$ cat config.mk
export PLATFORM = sky130hd
export DESIGN_NAME = dds_sample_engine
export DESIGN_NICKNAME = d
export VERILOG_FILES = /design/src/rtl/dds_sample_engine.sv
export SDC_FILE = /design/constraint.sdc
export NUM_CORES = 1
export LEC_CHECK = 0
export CAP_MARGIN = 10
export CORE_MARGIN = 2
export CORE_UTILIZATION = 28
export DETAILED_ROUTE_END_ITERATION = 6
export PLACE_DENSITY = 0.57
export SYNTH_ARGS = -nofsm -noshare
export SYNTH_HDL_FRONTEND = slang
export SYNTH_SLANG_ARGS = --single-unit
$ cat constraint.sdc
create_clock -name CLOCK_50 -period 6.4 [get_ports CLOCK_50]
set_clock_uncertainty 0.15 [all_clocks]
set_input_delay 0.96 -clock CLOCK_50 [delete_from_list [all_inputs] [get_ports CLOCK_50]]
set_output_delay 0.96 -clock CLOCK_50 [all_outputs]
set_load 0.01 [all_outputs]
$ cat src/rtl/dds_sample_engine.sv
// rtl/dds_sample_engine.sv - phase-accumulator sample sequencer driving sine ROM address and DAC load strobe
module dds_sample_engine #(
    parameter int DIV_TC  = 4999,
    parameter int ACC_W   = 20,
    parameter int ADDR_W  = 10,
    parameter int FREQ_W  = 10,
    parameter int ROM_LAT = 1
) (
    input  logic              CLOCK_50,
    input  logic              RESET,
    input  logic              enable,
    input  logic [FREQ_W-1:0] freq_word,
    input  logic              dac_busy,
    output logic [ADDR_W-1:0] rom_addr,
    output logic              load,
    output logic              sample_tick,
    output logic [7:0]        overrun_cnt
);
    localparam int DIV_W  = (DIV_TC < 1) ? 1 : $clog2(DIV_TC + 1);
    localparam int WAIT_W = (ROM_LAT < 2) ? 1 : $clog2(ROM_LAT + 1);
    localparam logic [DIV_W-1:0]  DIV_TC_V  = DIV_W'(DIV_TC);
    localparam logic [WAIT_W-1:0] ROM_LAT_V = WAIT_W'(ROM_LAT);

    typedef enum logic [1:0] {
        IDLE = 2'd0,
        WAIT = 2'd1,
        LOAD = 2'd2
    } state_t;

    state_t            state;
    logic [DIV_W-1:0]  div_cnt;
    logic [ACC_W-1:0]  acc;
    logic [ACC_W-1:0]  acc_next;
    logic [WAIT_W-1:0] wait_cnt;
    logic              tick;
    logic              tick_drop;
    logic              busy_drop;
    logic [8:0]        ovr_sum;

    assign tick        = enable && (div_cnt == DIV_TC_V);
    assign sample_tick = tick;
    assign acc_next    = acc + ACC_W'(freq_word);

    // A tick outside IDLE and a LOAD cycle blocked by the DAC both cost one sample
    assign tick_drop = tick && (state != IDLE);
    assign busy_drop = (state == LOAD) && dac_busy;
    assign load      = (state == LOAD) && !dac_busy;
    assign ovr_sum   = {1'b0, overrun_cnt} + 9'(tick_drop) + 9'(busy_drop);

    // Sample-rate divider: held at zero while disabled so re-enable restarts a full period
    always_ff @(posedge CLOCK_50) begin
        if (RESET || !enable || (div_cnt == DIV_TC_V)) begin
            div_cnt <= '0;
        end else begin
            div_cnt <= div_cnt + DIV_W'(1);
        end
    end

    // Saturating dropped-sample counter
    always_ff @(posedge CLOCK_50) begin
        if (RESET) begin
            overrun_cnt <= '0;
        end else if (ovr_sum[8]) begin
            overrun_cnt <= 8'hFF;
        end else begin
            overrun_cnt <= ovr_sum[7:0];
        end
    end

    // Frame sequencer: advance phase on tick, wait out ROM latency, then offer the sample
    always_ff @(posedge CLOCK_50) begin
        if (RESET) begin
            state    <= IDLE;
            acc      <= '0;
            rom_addr <= '0;
            wait_cnt <= '0;
        end else begin
            case (state)
                IDLE: begin
                    if (tick) begin
                        acc      <= acc_next;
                        rom_addr <= acc_next[ACC_W-1 -: ADDR_W];
                        wait_cnt <= ROM_LAT_V;
                        state    <= (ROM_LAT == 0) ? LOAD : WAIT;
                    end
                end
                WAIT: begin
                    wait_cnt <= wait_cnt - WAIT_W'(1);
                    if (wait_cnt <= WAIT_W'(1)) begin
                        state <= LOAD;
                    end
                end
                LOAD: begin
                    state <= IDLE;
                end
                default: begin
                    state <= IDLE;
                end
            endcase
        end
    end
endmodule
==> results.toml, run 1 <==
[logic_synthesis]
synthesis.area_sq_mm = 0.002451
synth_top_area_cell = "dfxtp_1"
async_flop_share = 0
ys_seq_area_frac = 0.3512
yosysWarnings = 0
synth_fp_nets = 309
synth_seq_cells = 43
syn_area_per_cell_sq_um = 8.723
yosysUniqueCellTypes = 50
post_synth_inst_count = 281
synth.top_cell.area_share = 0.3512
yosys-top-cells-area = "dfxtp_1 (35%), ha_1 (6.1%), a21oi_1 (5.3%)"
synth-edff-count = 0
synthFlopType = "dfxtp_1"

[timing]
grt_setup_unrepaired = "false"
setup_violations = 0
timing.final.crit_share = 0.5436
period_minus_slack_ns = 3.479
tns_ns = 0
finalHoldViolations = 0
slew_viol_final = 0
worst_pin_slew_ns = 0.6317
timing.fmax_ghz = 0.2875
maxSlewHeadroom = 0.5679

[hold_path]
holdPathEnd = "div_cnt[0]"
hold_class = "flop to flop"
whs_path_depth = 1
min_from = "div_cnt[0]"

[global_routing]
grt_max_degree = 37
overflow = 0
grt_antenna_before_repair = 0
grt_usage = 0.1148
grt_pass1_wl_mm = 9.135
grt_pass1_vias = 1938

[place]
dpl.hpwl_mm = 3.780
port_buffers = 33
placed_cells = 403
dpl_cell_area_sq_mm = 0.002808
place.gp.congestion = 0.7827

[power_and_ir_drop]
ir_drop_uv = 96.66
total_power_uw = 517.9
leakage_nw = 1.050
power_density_mw_per_mm2 = 177.1

[final_layout]
antennaDiodeCount = 0
nFillCells = 914
final_area_sq_mm = 0.002925
final_util = 0.3404
area_delta_synth_final_pct = 19.35
instances_no_fill = 411
drive_gt1_frac = 0.09241
nets = 330

[clocking]
cts_root_buf = "clkbuf_8"
cts_buffers = 5
post_cts_resized = 0
post_cts_buffers = 0
cts_tree = "built"
cts_sinks = 43
htree_levels = 2
path_clk_slew_ns = 0.08
cts_hold_buf = 0
clock_latency_ns = 0.30
clock_path_buffers = 2

[die]
die_w_um = 97.56
dieArea_sq_mm = 0.009518
start_util = 0.2852
io_pins = 34
fp.dieH_um = 97.56
core.rowCount = 34
core_area_sq_mm = 0.008593

[worst_setup_path]
worst_setup_path_start_kind = "primary input"
r2r-start = "div_cnt[3]"
cp_max_fo = 2
reg2reg_depth = 10
worstPathRequired_ns = 5.29
cp.arrival_ns = 2.37
end_kind = "primary output"
worstSetupPathType = "primary input to primary output"
reg2reg_slack_ns = 3.22
regToRegEndpoint = "overrun_cnt[7]"

[detailed_routing]
ant_nets = 0
drc = 0
drt_iter0_drc = 92
drtPass1Iterations = 4
via_count = 2041
routedWlPerCell_um = 12.77
routed_wl_mm = 5.247
viasPerCell = 4.966

[run]
maxCapViolCount = 0

[outcome]
outcome = "complete, no violations"
## cell type report
cell class / instances / area, sq um / area share
multi-input combinational: 208 / 1436 / 0.4910
sequential: 43 / 860.8 / 0.2943
timing repair buffer: 34 / 337.8 / 0.1155
tap: 108 / 135.1 / 0.04619
clock buffer: 6 / 82.58 / 0.02823
inverter: 10 / 37.54 / 0.01283
clock inverter: 2 / 35.03 / 0.01198
## layout by cell type (no fill, tap or decap), drive strengths merged, types with 5 or more instances in the layout
cell	instances
nand3	9
ha	12
inv	10
or2	6
dfxtp	43
xnor2	6
mux2	6
nand2	20
clkdlybuf4s50	33
clkbuf	6
o21ai	5
and2	5
nand4	11
and3	6
nor2	26
a21oi	26
nor2b	5
xor2	13
## power breakdown
group	leakage, nW	internal (mW)	switching (mW)
combinational	0.642	0.0131	0.0152
clock	0.0612	0.126	0.0950
sequential	0.346	0.268	0.000362
## kinds of logic after synthesis
logic type	Yosys count	share of synthesized area
buf+inv	30	0.06279
fa+ha+maj	14	0.07759
mux	6	0.02756
compound gates	53	0.1434
simple gates	116	0.2695
flops	43	0.3512
xor+xnor	19	0.06789
## flip-flops by register name (all words and copies together) (netlist names)
name	cells
rom_addr	10
div_cnt	13
acc	10
overrun_cnt	8
state	2
## critical path: stages
cell and delay [ns]:
clkdlybuf4s50_1 0.45, nor3b_1 0.34, clkdlybuf4s50_1 0.62
## how the worst max path moves through the flow
stage | startpoint | end | slack (ns) | depth (start not counted)
global placement | freq_word[0] | rom_addr[4] | 2.70 | 8
finish | dac_busy | load | 2.92 | 3
detailed placement | freq_word[0] | rom_addr[4] | 2.68 | 8
global route | freq_word[0] | rom_addr[4] | 2.80 | 8
CTS | dac_busy | load | 2.96 | 3
floorplan | div_cnt[3] | overrun_cnt[7] | 3.33 | 10
## synthesized netlist by cell type (2+ instances only)
cell type  instances
o2111ai_1          2
o21ai_0            5
or2_2              6
nand3b_1           4
and3_1             6
fa_1               2
and2_1             4
ha_1              12
nor3b_1            2
nor4b_1            2
o311ai_0           3
or3_1              2
clkbuf_1           8
nor2_1            26
nor3_1             4
buf_4             11
a31oi_1            2
a21oi_1           26
xor2_1            13
o31ai_1            2
xnor2_1            6
nand3_1            9
o41ai_1            3
nand4_1           11
a211oi_1           2
nand2_1           20
mux2_2             6
and4_1             3
inv_1             10
nor4_1             2
nor2b_1            5
a21o_1             2
dfxtp_1           43
## stage by stage
step / hold WS (ns) / setup WS [ns]
after detailed placement: 0.2854 / 2.681
after global routing: 0.3315 / 2.802
after CTS: 0.2968 / 2.959
final: 0.2910 / 2.921
after floorplan: 0.2629 / 3.333
after global placement: 0.2718 / 2.698
## routing by layer
metal,global-route usage,share of wire,up-vias
met4,0.03846,0.016,0
met1,0.1494,0.49,950
met3,0.03669,0.048,7
met5,0,0,-
met2,0.1798,0.45,31
li1,-,-,1053
No activity file was read; power rests on OpenSTA's default activity.
==> run 2: changes to the inputs <==
--- a/config.mk
+++ b/config.mk
@@ -9,7 +9,7 @@
 export CORE_MARGIN = 2
 export CORE_UTILIZATION = 28
 export DETAILED_ROUTE_END_ITERATION = 6
-export PLACE_DENSITY = 0.57
+export PLACE_DENSITY = 0.59
 export SYNTH_ARGS = -nofsm -noshare
 export SYNTH_HDL_FRONTEND = slang
 export SYNTH_SLANG_ARGS = --single-unit
==> constraint.sdc (replaced) <==
create_clock -name CLOCK_50 -period 2.87 [get_ports CLOCK_50]
set_clock_uncertainty 0.15 [all_clocks]
set_input_delay 0.4305 -clock CLOCK_50 [delete_from_list [all_inputs] [get_ports CLOCK_50]]
set_output_delay 0.4305 -clock CLOCK_50 [all_outputs]
set_load 0.01 [all_outputs]
==> results.toml, run 2 (synthesis gave the netlist of run 1 again) <==
[timing]
grt_setup_unrepaired = "true"
fin_ws_ns = 0.1237
setup_violations = 0
timing.final.crit_share = 0.9569
maxSlewHeadroom = 0.6559
slew_viol_final = 0
worst_pin_slew_ns = 0.5146
timing.fmax_ghz = 0.3641
finalHoldViolations = 0
period_minus_slack_ns = 2.746

[final_layout]
antennaDiodeCount = 0
largest_reg_flops = 13
drive_gt1_frac = 0.2166
top_regs = "div_cnt x13, acc x10, rom_addr x10"
final_common_cell = "dfxtp_1"
nets = 364
final_area_sq_mm = 0.003194
final_cell_mix = "dfxtp_1 (40), buf_4 (35), clkdlybuf4s50_1 (33)"
area_delta_synth_final_pct = 30.32
final_util = 0.3717
top_register = "div_cnt"

[worst_setup_path]
crit_chain = "or4b_4 -> nor3_4 -> and2_4 -> o21ai_2 -> fa_2 -> nor2b_4 -> nand2_2 -> or4b_4 -> o21ai_1 -> nor2_1"
end_kind = "flop"
worstPathRequired_ns = 2.92
cp_slowest_cell = "or4b_4"
worst-path-buf-inv = 0
cp_common_cell = "or4b_4"
cp_max_fo = 2
critical_path.max_stage_delay_ns = 0.56
cp.arrival_ns = 2.79
worst_setup_path_start_kind = "flop"
worstSetupPathType = "flop to flop"
crit_family = "simple AND/OR/NAND/NOR gates"

[clocking]
cts_root_buf = "clkbuf_8"
cts_hold_buf = 0
cts_tree = "built"
clock_path_buffers = 2
htree_levels = 2
path_clk_slew_ns = 0.08
cts_sinks = 43
cts_buffers = 5
clock_latency_ns = 0.30

[place]
dpl_cell_area_sq_mm = 0.003064
place.gp.congestion = 0.8249
port_buffers = 33
dpl_worst_slack_ns = -0.1580
dpl.hpwl_mm = 4.258

[detailed_routing]
drc = 0
ant_nets = 0
drtPass1Iterations = 4
viasPerCell = 4.879
routedWlPerCell_um = 12.80
drt_iter0_drc = 73
routed_wl_mm = 5.697
via_count = 2171

[die]
io_pins = 34
start_util = 0.2852
die_w_um = 97.56
core_area_sq_mm = 0.008593
fp.dieH_um = 97.56
dieArea_sq_mm = 0.009518
core.rowCount = 34

[power_and_ir_drop]
power_density_mw_per_mm2 = 328.9
total_power_mw = 1.051
leakage_nw = 1.221
ir_drop_uv = 136.6

[global_routing]
grt_antenna_before_repair = 0
overflow = 0
grt_usage = 0.1237
grt_pass1_vias = 2114
grt_max_degree = 18
grt_pass1_wl_mm = 9.791

[hold_path]
hold_class = "flop to flop"

[outcome]
outcome = "complete, no violations"

[run]
maxCapViolCount = 0
run 2: cell types whose count changed in the layout (fill, tap and decap cells not counted), moves of 2 or more:
cell	change
clkbuf_1	+2
dfxtp_2	+3
dfxtp_1	-3
and2_1	-2
buf_4	+34
or4b_4	+2
o21ai_0	-3
o21ai_1	+2
and2_4	+2
run 2: cell type report:
type                    count  area, sq um
fillers                   912         5399
multi-input cells         208         1483
flip-flops and latches     43        864.6
repair buffers             68        593.1
well taps                 108        135.1
clock buffers               7        76.32
inverters                  10        37.54
clock inverters             1        5.005
run 2: worst reg2reg max path, stage by stage, from the launching register on:
cell and delay [ns]:
dfxtp_2 0.32, or4b_4 0.56, nor3_4 0.18, and2_4 0.17, o21ai_2 0.06, fa_2 0.37, nor2b_4 0.13, nand2_2 0.06
or4b_4 0.52, o21ai_1 0.08, nor2_1 0.04
run 2: routing by layer:
layer	track usage	vias up	part of all wire
li1	-	1117	-
met1	0.1531	1022	0.49
met2	0.2106	25	0.47
met3	0.02950	7	0.028
met4	0.04167	0	0.013
met5	0	-	0
run 2: worst paths after layout:
check	startpoint	endpoint	slack [ns]	cells after the start
worst min-delay path	div_cnt[0]	div_cnt[0]	0.31	1
worst max register to register	div_cnt[3]	overrun_cnt[7]	0.12	10
worst max-delay path	div_cnt[3]	overrun_cnt[7]	0.12	10
worst min register to register	div_cnt[0]	div_cnt[0]	0.31	1
run 2: power breakdown:
group	internal, mW	switching (mW)
Combinational	0.0340	0.0357
Sequential	0.597	0.000850
Clock	0.171	0.212
run 2: stage by stage:
step	setup TNS [ns]	hold slack, ns	std cells
global route	0	0.3393	445
global placement	-0.6052	0.2742	434
CTS	0	0.3135	442
floorplan	0	0.2629	281
detailed placement	-0.8334	0.2974	434
finish	0	0.3066	445
run 2: repair_timing:
action | 4_1_cts | 5_1_grt
gates resized for setup | 0 | 9
endpoints found under the setup margin | 0 | 9
buffers inserted | 0 | 3
==> run 3: changes to the inputs <==
--- a/config.mk
+++ b/config.mk
@@ -6,7 +6,7 @@
 export NUM_CORES = 1
 export LEC_CHECK = 0
 export CAP_MARGIN = 10
-export CORE_MARGIN = 2
+export CORE_MARGIN = 10
 export CORE_UTILIZATION = 28
 export DETAILED_ROUTE_END_ITERATION = 6
 export PLACE_DENSITY = 0.59
==> results.toml, run 3 (synthesis gave the netlist of run 1 again) <==
[final_layout]
antennaDiodeCount = 0
top_register = "div_cnt"
final_cell_mix = "dfxtp_1 (41), buf_4 (35), clkdlybuf4s50_1 (33)"
top_regs = "div_cnt x13, acc x10, rom_addr x10"
drive_gt1_frac = 0.2083
nets = 364
final_common_cell = "dfxtp_1"
largest_reg_flops = 13
area_delta_synth_final_pct = 30.88

[outcome]
outcome = "complete, no violations"

[power_and_ir_drop]
ir_drop_uv = 217.1
leakage_nw = 1.235
power_density_mw_per_mm2 = 349.4
total_power_mw = 1.121

[die]
dieArea_sq_mm = 0.01290
core.rowCount = 34
io_pins = 34
die_w_um = 113.6
fp.dieH_um = 113.6
start_util = 0.2838
core_area_sq_mm = 0.008636

[clocking]
clock_latency_ns = 0.29
cts_hold_buf = 0
htree_levels = 2
cts_sinks = 43
cts_root_buf = "clkbuf_8"
cts_tree = "built"
clock_path_buffers = 2
cts_buffers = 5
path_clk_slew_ns = 0.09

[place]
place.gp.congestion = 0.8445
port_buffers = 33
dpl_worst_slack_ns = -0.1932
dpl.hpwl_mm = 4.390

[worst_setup_path]
cp_slowest_cell = "or4b_4"
worst_setup_path_start_kind = "flop"
cp.arrival_ns = 2.77
worstPathRequired_ns = 2.90
startpoint = "div_cnt[3]"
end_kind = "flop"
cp_common_cell = "or4b_4"
crit_chain = "or4b_4 -> nor3_4 -> and2_4 -> o21ai_2 -> fa_2 -> nor2b_2 -> nand2_1 -> or4b_4 -> o21ai_1 -> nor2_1"
regToRegEndpoint = "overrun_cnt[7]"
reg2reg_depth = 10
cp_max_fo = 2
worstSetupPathType = "flop to flop"
crit_path_end = "overrun_cnt[7]"
r2r-start = "div_cnt[3]"
reg2reg_slack_ns = 0.13
critical_path.max_stage_delay_ns = 0.56

[detailed_routing]
drt_iter0_drc = 93
drtPass1Iterations = 4
via_count = 2151
ant_nets = 0
drc = 0
routedWlPerCell_um = 13.05
routed.top_layer = "met4"
dr_wl_met3_um = 185
viasPerCell = 4.845
routed-wl-met2_mm = 2.851
m1WireLength_mm = 2.712
routed_wl_mm = 5.792

[timing]
period_minus_slack_ns = 2.740
setup_violations = 0
timing.final.crit_share = 0.9547
timing.fmax_ghz = 0.3650
worst_pin_slew_ns = 0.5196
fin_ws_ns = 0.1301
maxSlewHeadroom = 0.6525
slew_viol_final = 0
finalHoldViolations = 0

[global_routing]
grt_pass1_vias = 2111
grt_antenna_before_repair = 0
grt_pass1_wl_mm = 10.14
grt_usage = 0.09302
grt_max_degree = 36
overflow = 0

[hold_path]
hold_class = "flop to flop"

[run]
maxCapViolCount = 0
[run 3: changes by cell type in the layout (fill, tap and decap cells not counted), sizes merged]
cell and change:
clkinv -1, clkbuf -1, bufinv +1
[run 3: report_power, final]
group	internal [mW]	leakage [nW]	switching (mW)
clock network	0.255	0.0513	0.199
logic	0.0332	0.836	0.0353
registers	0.597	0.347	0.000771
[run 3: metal layers]
layer,up-vias,global-route usage
met5,-,0
met4,0,0.02961
met3,4,0.02415
met2,23,0.1512
met1,1011,0.1170
li1,1113,-
[run 3: layout make-up]
type	count	area, sq um
repair buffers	68	593.1
clock inverters	1	30.03
fillers	892	5428
inverters	10	37.54
flip-flops and latches	43	863.3
well taps	108	135.1
clock buffers	6	72.57
multi-input cells	208	1476
[run 3: stage by stage]
step | area, sq um | hold slack (ns) | cells | util | TNS (ns)
3_5_place_dp | 3057 | 0.2830 | 433 | 0.3540 | -0.8595
2_1_floorplan | 2475 | 0.2629 | 281 | - | 0
5_1_grt | 3208 | 0.3119 | 444 | 0.3715 | -0.01290
3_3_place_gp | 3057 | 0.2728 | 433 | 0.3540 | -0.5405
4_1_cts | 3162 | 0.2956 | 440 | 0.3661 | 0
6_report | 3208 | 0.2902 | 444 | 0.3715 | 0
[run 3: worst min path at each step]
stage | start | to | slack [ns] | cells after the start
final | div_cnt[0] | div_cnt[0] | 0.29 | 1
after global routing | div_cnt[0] | div_cnt[0] | 0.31 | 1
after CTS | div_cnt[0] | div_cnt[0] | 0.30 | 1
after detailed placement | div_cnt[0] | div_cnt[0] | 0.28 | 1
after global placement | div_cnt[0] | div_cnt[0] | 0.27 | 1
after floorplan | div_cnt[0] | div_cnt[0] | 0.26 | 1
[run 3: timing repair]
action / 4_1_cts / 5_1_grt
buffers inserted: 0 / 4
pin swaps: 0 / 5
resized for setup: 1 / 5
hold endpoints to repair: 0 / 0
setup endpoints to repair: 1 / 11
[run 3: worst max-delay path, delay by kind of cell, from the launching register on]
family          cells  cell delay [ns]
simple gates        7             1.70
flops               1             0.32
fa+ha+maj           1             0.35
compound gates      2             0.13
